### config.mk
export PLATFORM = sky130hd
export DESIGN_NAME = irq_ctrl
export DESIGN_NICKNAME = d
export VERILOG_FILES = /design/src/rtl/irq_pkg.sv /design/src/rtl/irq_sync.sv /design/src/rtl/irq_ctrl.sv
export SDC_FILE = /design/constraint.sdc
export NUM_CORES = 1
export LEC_CHECK = 0
export ABC_AREA = 1
export CORE_ASPECT_RATIO = 1.75
export CORE_MARGIN = 4
export CORE_UTILIZATION = 44
export CTS_CLUSTER_SIZE = 20
export DETAILED_ROUTE_END_ITERATION = 7
export PLACE_DENSITY = 0.95
export SYNTH_ARGS = -nofsm -noshare
export SYNTH_HDL_FRONTEND = slang
export SYNTH_SLANG_ARGS = --single-unit
### constraint.sdc
create_clock -name clk -period 1.6 [get_ports clk]
set_input_delay 0.16 -clock clk [delete_from_list [all_inputs] [get_ports clk]]
set_output_delay 0.16 -clock clk [all_outputs]
set_load 0.02 [all_outputs]
### src/rtl/irq_pkg.sv
// Shared definitions for the interrupt front-end: default source count,
// register map and STATUS field layout.
package irq_pkg;

    localparam int unsigned IRQ_NUM_DEF = 6;

    typedef enum logic [1:0] {
        IRQ_PEND = 2'd0,
        IRQ_MASK = 2'd1,
        IRQ_MODE = 2'd2,
        IRQ_STAT = 2'd3
    } irq_reg_e;

    localparam int unsigned STAT_ID_LSB    = 0;
    localparam int unsigned STAT_ID_W      = 3;
    localparam int unsigned STAT_VALID_BIT = 4;

endpackage

### src/rtl/irq_sync.sv
// Single-bit synchronizer with an edge-history flop; rise_o flags a
// synchronized 0->1 transition for one cycle.
module irq_sync #(
    parameter int unsigned SYNC_STAGES = 2
) (
    input  logic clk,
    input  logic rst,
    input  logic irq_i,
    output logic s_o,
    output logic rise_o
);

    logic [SYNC_STAGES-1:0] sync_q;
    logic                   hist_q;

    always_ff @(posedge clk) begin
        if (rst) begin
            sync_q <= '0;
            hist_q <= 1'b0;
        end else begin
            sync_q <= {sync_q[SYNC_STAGES-2:0], irq_i};
            hist_q <= sync_q[SYNC_STAGES-1];
        end
    end

    assign s_o    = sync_q[SYNC_STAGES-1];
    assign rise_o = sync_q[SYNC_STAGES-1] & ~hist_q;

endmodule

### src/rtl/irq_ctrl.sv
// Interrupt front-end for coprocessor 0: synchronizes request lines, latches
// edge/level pending state, masks it and withholds delivery at exception level.
module irq_ctrl
    import irq_pkg::*;
#(
    parameter int unsigned NUM_IRQ     = IRQ_NUM_DEF,
    parameter int unsigned SYNC_STAGES = 2
) (
    input  logic               clk,
    input  logic               rst,
    input  logic [NUM_IRQ-1:0] irq_raw,
    input  logic               exl,
    input  logic               we,
    input  logic [1:0]         addr,
    input  logic [31:0]        wd,
    output logic [31:0]        rd,
    output logic [NUM_IRQ-1:0] interrupt,
    output logic [2:0]         irq_id,
    output logic               irq_valid
);

    logic [NUM_IRQ-1:0] s, rise;
    logic [NUM_IRQ-1:0] pend_q, pend_d;
    logic [NUM_IRQ-1:0] mask_q, mask_d;
    logic [NUM_IRQ-1:0] mode_q, mode_d;
    logic [NUM_IRQ-1:0] intr_q, intr_d;
    logic [NUM_IRQ-1:0] w1c, sw_set, edge_pend;
    logic               unused_wd;

    assign unused_wd = ^wd[31:NUM_IRQ];

    for (genvar g = 0; g < NUM_IRQ; g++) begin : g_sync
        irq_sync #(
            .SYNC_STAGES(SYNC_STAGES)
        ) u_sync (
            .clk   (clk),
            .rst   (rst),
            .irq_i (irq_raw[g]),
            .s_o   (s[g]),
            .rise_o(rise[g])
        );
    end

    always_comb begin
        w1c    = '0;
        sw_set = '0;
        mask_d = mask_q;
        mode_d = mode_q;
        if (we) begin
            unique case (irq_reg_e'(addr))
                IRQ_PEND: w1c    = wd[NUM_IRQ-1:0];
                IRQ_MASK: mask_d = wd[NUM_IRQ-1:0];
                IRQ_MODE: mode_d = wd[NUM_IRQ-1:0];
                IRQ_STAT: sw_set = wd[NUM_IRQ-1:0];
            endcase
        end
        // Set terms are ORed after the clear so a same-cycle set beats W1C.
        edge_pend = (pend_q & ~w1c) | rise | sw_set;
        pend_d    = (mode_q & edge_pend) | (~mode_q & s);
        intr_d    = exl ? '0 : (pend_q & mask_q);
    end

    always_ff @(posedge clk) begin
        if (rst) begin
            pend_q <= '0;
            mask_q <= '0;
            mode_q <= '0;
            intr_q <= '0;
        end else begin
            pend_q <= pend_d;
            mask_q <= mask_d;
            mode_q <= mode_d;
            intr_q <= intr_d;
        end
    end

    assign interrupt = intr_q;
    assign irq_valid = |intr_q;

    // Descending scan: the lowest-numbered asserted bit is assigned last.
    always_comb begin
        irq_id = '0;
        for (int unsigned i = NUM_IRQ; i > 0; i--) begin
            if (intr_q[i-1]) irq_id = 3'(i - 1);
        end
    end

    always_comb begin
        rd = '0;
        unique case (irq_reg_e'(addr))
            IRQ_PEND: rd[NUM_IRQ-1:0] = pend_q;
            IRQ_MASK: rd[NUM_IRQ-1:0] = mask_q;
            IRQ_MODE: rd[NUM_IRQ-1:0] = mode_q;
            IRQ_STAT: begin
                rd[STAT_VALID_BIT]              = irq_valid;
                rd[STAT_ID_LSB +: STAT_ID_W]    = irq_id;
            end
        endcase
    end

endmodule

; Word-level counts from Yosys, hierarchy flattened
; Cells that the tools add are included.
[op_classes]
n_eq_ne = 3
n_shift = 0
bitwise_logic = 21
mux = 14
n_lt_le_gt_ge = 0
n_div = 0
n_reduce_logical = 5
n_addsub = 0
mul = 0
[ops]
columns = cell, count
row1 = 6-bit bitwise AND, 4
row2 = 6-bit two-way mux, 4
row3 = 3-bit two-way mux, 6
row4 = 6-bit OR, 3
row5 = 6-bit NOT, 2
row6 = 3-bit one-hot mux with 4 select lines, 1
row7 = 1-bit bitwise AND, 6
row8 = 1-bit NOT, 6
row9 = 1-bit one-hot mux with 3 select lines, 2
row10 = 6-bit OR reduction, 1
row11 = "2-bit equality test, second input constant", 2
row12 = 1-bit one-hot mux with 4 select lines, 1
row13 = 2-bit AND reduction, 2
row14 = "2-bit by 1-bit equality test with 1-bit output, second input constant", 1
row15 = 2-bit logical NOT, 1
row16 = 2-bit OR reduction, 1
[word_totals]
latchBits = 0
mem_bits_rw = 0
in_bits = 44
rom_bits = 0
n_memories = 0
ff_bits = 42

; Depth between registers and ports, before layout
[depth]
word_depth = 9
ltp_mapped = 7
ltp_nobuf = 7

; Modules after synthesis
; A second synthesis with hierarchy kept.
[hier_totals]
hier_cells = 251
area_unflattened_um2 = 1845.5
[by_module_without_submodules]
columns = mod, area_per_inst_um2, n_inst, cells_each, seq_area_each_um2
row1 = irq_ctrl, 1327.5, 1, 191, 480.5
row2 = irq_sync, 86.3, 6, 10, 60.1

; Least setup slack after synthesis
; Ideal clock, no wire load.
[synth_timing]
path_kind = flip-flop to output port
start = reg intr_q[3], in the netlist interrupt[3]
end = out rd[1]
n_path_buf = 0
path_slack_ns = 0.064
arrival_ns = 1.376
path_stages_with_launch = 5
cell_sequence = dfxtp_1 -> nor2_1 -> nor3_1 -> nand2_1 -> o2111ai_1
[synth_between]
elab_chain_cells = 5
[synth_lines]
columns = element, line
row1 = from (decl), irq_ctrl.sv:26  ; logic [NUM_IRQ-1:0] intr_q, intr_d;
row2 = from (signal assigned), irq_ctrl.sv:73  ; intr_q <= intr_d;
row3 = 3-bit two-way mux (4 in a row), irq_ctrl.sv:84  ; if (intr_q[i-1]) irq_id = 3'(i - 1);
row4 = via irq_id[1], irq_ctrl.sv:18  ; output logic [2:0] irq_id,
row5 = 3-bit one-hot mux with 4 select lines, irq_ctrl.sv:90  ; unique case (irq_reg_e'(addr))
row6 = to (decl), irq_ctrl.sv:16  ; output logic [31:0] rd,
; The timed path passes the listed nets, and every way through them passes these cells.

; Worst setup path after layout
[layout_timing]
start = in addr[0]
end = out rd[2]
[layout_between]
elab_chain_cells = 2
[layout_lines]
columns = element, line
row1 = from (decl), irq_ctrl.sv:14  ; input logic [1:0] addr,
row2 = "2-bit equality test, or another cell as far along", irq_ctrl.sv:90
row3 = 3-bit one-hot mux with 4 select lines *, irq_ctrl.sv:90
; Mark *: on every way between the ends. The rest lies on a longest branch, timed or not.

==> metrics.md <==
| Metric | Value |
|---|---|
| Outcome | `completed` |
| CP Buf/Inv Count | `3` |
| Cell variety after synth | `20` |
| Yosys reg bits | `42` |
| CP required | `1440 ps` |
| Max Freq | `656 MHz` |
| Worst setup SP type | `primary input` |
| Number of hold buffers added after CTS | `0` |
| Die area | `0.00537 mm^2` |
| Fin. Hold Viols | `0` |
| Design area | `0.00233 mm^2` |
| Clock transition at path regs | `70 ps` |
| Avg Cell Area, Syn | `7.26 um^2` |
| Share of layout cells above drive strength 1 | `14.9%` |
| CP peak stage delay | `520 ps` |
| CTS Sinks | `42` |
| Final ANT Viol Nets | `0` |
| DP HPWL | `3060 um` |
| Crit path cell chain | `clkdlybuf4s50_1 > inv_2 > nor2_4 > nand2_1 > o2111ai_1 > buf_4` |
| CTS tree | `built` |
| Fin crit period | `1520 ps` |
| Area Growth Syn to Fin | `25.5%` |
| Nets@finish | `346` |
| Die X | `57.1 um` |
| Clock tree buffer depth | `2` |
| Count of pins over their slew limit | `0` |
| YS warnings | `0` |
| Hold Crit Class | `primary input to flip-flop` |
| Most crowded layer after global routing | `met2` |
| Max rail drop VDD | `0.910 mV` |
| # rows | `31` |
| GR met3 Demand/Resource | `4.13%` |
| Total grt overflow | `0` |
| GP Congestion | `0.848` |
| Number of max-cap violations | `0` |
| Core Box Area | `0.00411 mm^2` |
| Sequential fraction of the synthesis area | `45.3%` |
| Final Cycle Share | `95.3%` |
| Inserted Clock Buffers | `5` |
| Worst-Skew Late Latency | `290 ps` |
| Final setup vio count | `0` |
| Pre-Repair DR Iteration Count | `5` |
| Clk root buf | `clkbuf_8` |
| Cell Pwr Density | `917 mW/mm^2` |
| Unrepaired setup endpoints after global routing | `true` |
| Count of input and output buffers | `33` |
| Leak | `1.08 nW` |
| Vias in the first global route | `1,495` |
| Height of the die | `94.0 um` |
| Syn Inst Count | `256` |
| Vias per inst | `4.70` |
| Initial Util | `45.2%` |
| Met2 Use GR | `28.7%` |
| Setup CP Type | `primary input to output pin` |
| GR Util All Layers | `15.6%` |
| H-tree depth | `2` |
| Largest net degree at the start of global routing | `15` |
| Worst path arrival time | `1360 ps` |
| I/O pin count | `86` |
| Hold Slack | `377 ps` |
| Total power | `2.14 mW` |
| Initial antenna violation count | `0` |
| Mapped Area | `0.00186 mm^2` |
| Via Count | `1,655` |
| Ant diodes | `0` |
| Starting DRT DRC Count | `63` |
| First-pass GRT wire length | `6500 um` |
| Worst-path maximum fanout | `7` |
| Clock Skews | `7.22 ps` |
| Crit path max-delay cell type | `clkdlybuf4s50_1` |
| Post-route DRC violation count | `0` |
| Final WL | `3950 um` |
| Mean routed wirelength per cell | `11.2 um` |
| Post-DP Area | `0.00222 mm^2` |
| Grt met1 use | `14.7%` |
| Worst setup EP type | `output pin` |
| CP delay by family, top | `buffers and inverters` |
| Reg2Reg Setup Slack | `820 ps` |
==> through the flow <==
| stage | std cells | setup WS [ps] | TNS [ps] | utilization, % |
|---|---|---|---|---|
| floorplan | 281 | 63.9 | 0 | - |
| global placement | 343 | -429 | -2390 | 54.0 |
| detailed placement | 343 | -473 | -2590 | 54.0 |
| CTS | 351 | -10.8 | -10.8 | 56.3 |
| global route | 352 | -46.6 | -46.6 | 56.7 |
| finish | 352 | 75.2 | 0 | 56.7 |
==> tightest hold or removal path: stages <==
cell	delay, ps
clkdlybuf4s50_1	390
inv_1	50
nor2_1	30
==> synth_stat cells <==
cell type,count,area [um^2]
nand3_1,12,60.1
buf_2,2,10.0
o221ai_1,2,17.5
nand2_1,53,199
buf_1,2,7.51
a211oi_1,3,22.5
buf_4,27,203
inv_1,40,150
nor2_4,1,11.3
or2_2,1,6.26
a21oi_1,16,80.1
nor3_1,3,15.0
nand2_2,2,12.5
nor2_1,29,109
o21ai_0,15,75.1
o2111ai_1,3,26.3
clkinv_2,1,5.00
conb_1,1,3.75
dfxtp_1,42,841
clkbuf_1,1,3.75
==> layout by cell type, fill, tap and decap left out <==
master,count
nand2_2,2
nand2_1,52
nor2_4,1
o221ai_1,2
a21oi_2,1
nand3_2,1
clkbuf_2,3
clkbuf_8,8
buf_2,3
nor2_2,3
conb_1,26
dfxtp_1,41
dlygate4sd2_1,3
dlymetal6s2s_1,1
o2111ai_1,3
nor2_1,26
a21oi_1,15
buf_12,1
nand2_4,1
a211oi_1,3
inv_1,38
dfxtp_2,1
buf_4,15
o21ai_0,15
nand3_1,11
or2_2,1
clkdlybuf4s50_1,20
clkinv_2,1
inv_2,2
nor3_2,1
nor3_1,2
==> routing by layer <==
layer / wire length [um] / vias up
li1: - / 832
met3: 333 / 18
met2: 2090 / 87
met4: 161 / 0
met5: 0 / -
met1: 1360 / 718
==> path summary, 6_finish.rpt <==
kind	from	endpoint	cells past startpoint
setup / recovery	addr[0]	rd[2]	6
hold / removal	irq_raw[2]	g_sync[2].u_sync.sync_q[0]$_SDFF_PP0_	3
setup reg to reg	mode_q[2]$_SDFFE_PP0P_	mode_q[2]$_SDFFE_PP0P_	2
hold reg to reg	g_sync[2].u_sync.sync_q[0]$_SDFF_PP0_	g_sync[2].u_sync.sync_q[1]$_SDFF_PP0_	2
==> cell families after synthesis <==
kind of cell | count (synthesis) | share of synthesized area [%]
buffers and inverters | 73 | 20.4
AO/OA/AOI/OAI | 39 | 11.9
AND/OR/NAND/NOR | 101 | 22.2
other | 1 | 0.202
flip-flops | 42 | 45.3
==> power by group <==
group	switching, mW	total, mW	internal [mW]	leakage (nW)
clock	0.337	0.772	0.435	0.0575
sequential	0.0184	1.10	1.08	0.344
combinational	0.170	0.264	0.0945	0.676
==> sequential cells by signal, summed over array words and instances, names as in the netlist <==
| signal | flops |
|---|---|
| interrupt | 6 |
| g_sync.u_sync.hist_q | 6 |
| g_sync.u_sync.sync_q | 12 |
| pend_q | 6 |
| mode_q | 6 |
| mask_q | 6 |
==> repair_timing <==
item	4_1_cts	5_1_grt
setup buffers	0	1
pin swaps	0	2
endpoints found under the setup margin	11	10
cloned	0	0
resized for setup	30	20
==> layout make-up <==
cell class                      count  area, um^2
Inverter                           41         155
Timing Repair Buffer               46         402
Fill cell                         365        1780
Clock buffer                        8         110
Tap cell                           49        61.3
Sequential cell                    42         842
Multi-Input combinational cell    166         761
Note: power is estimated with default switching activity, not from simulation.
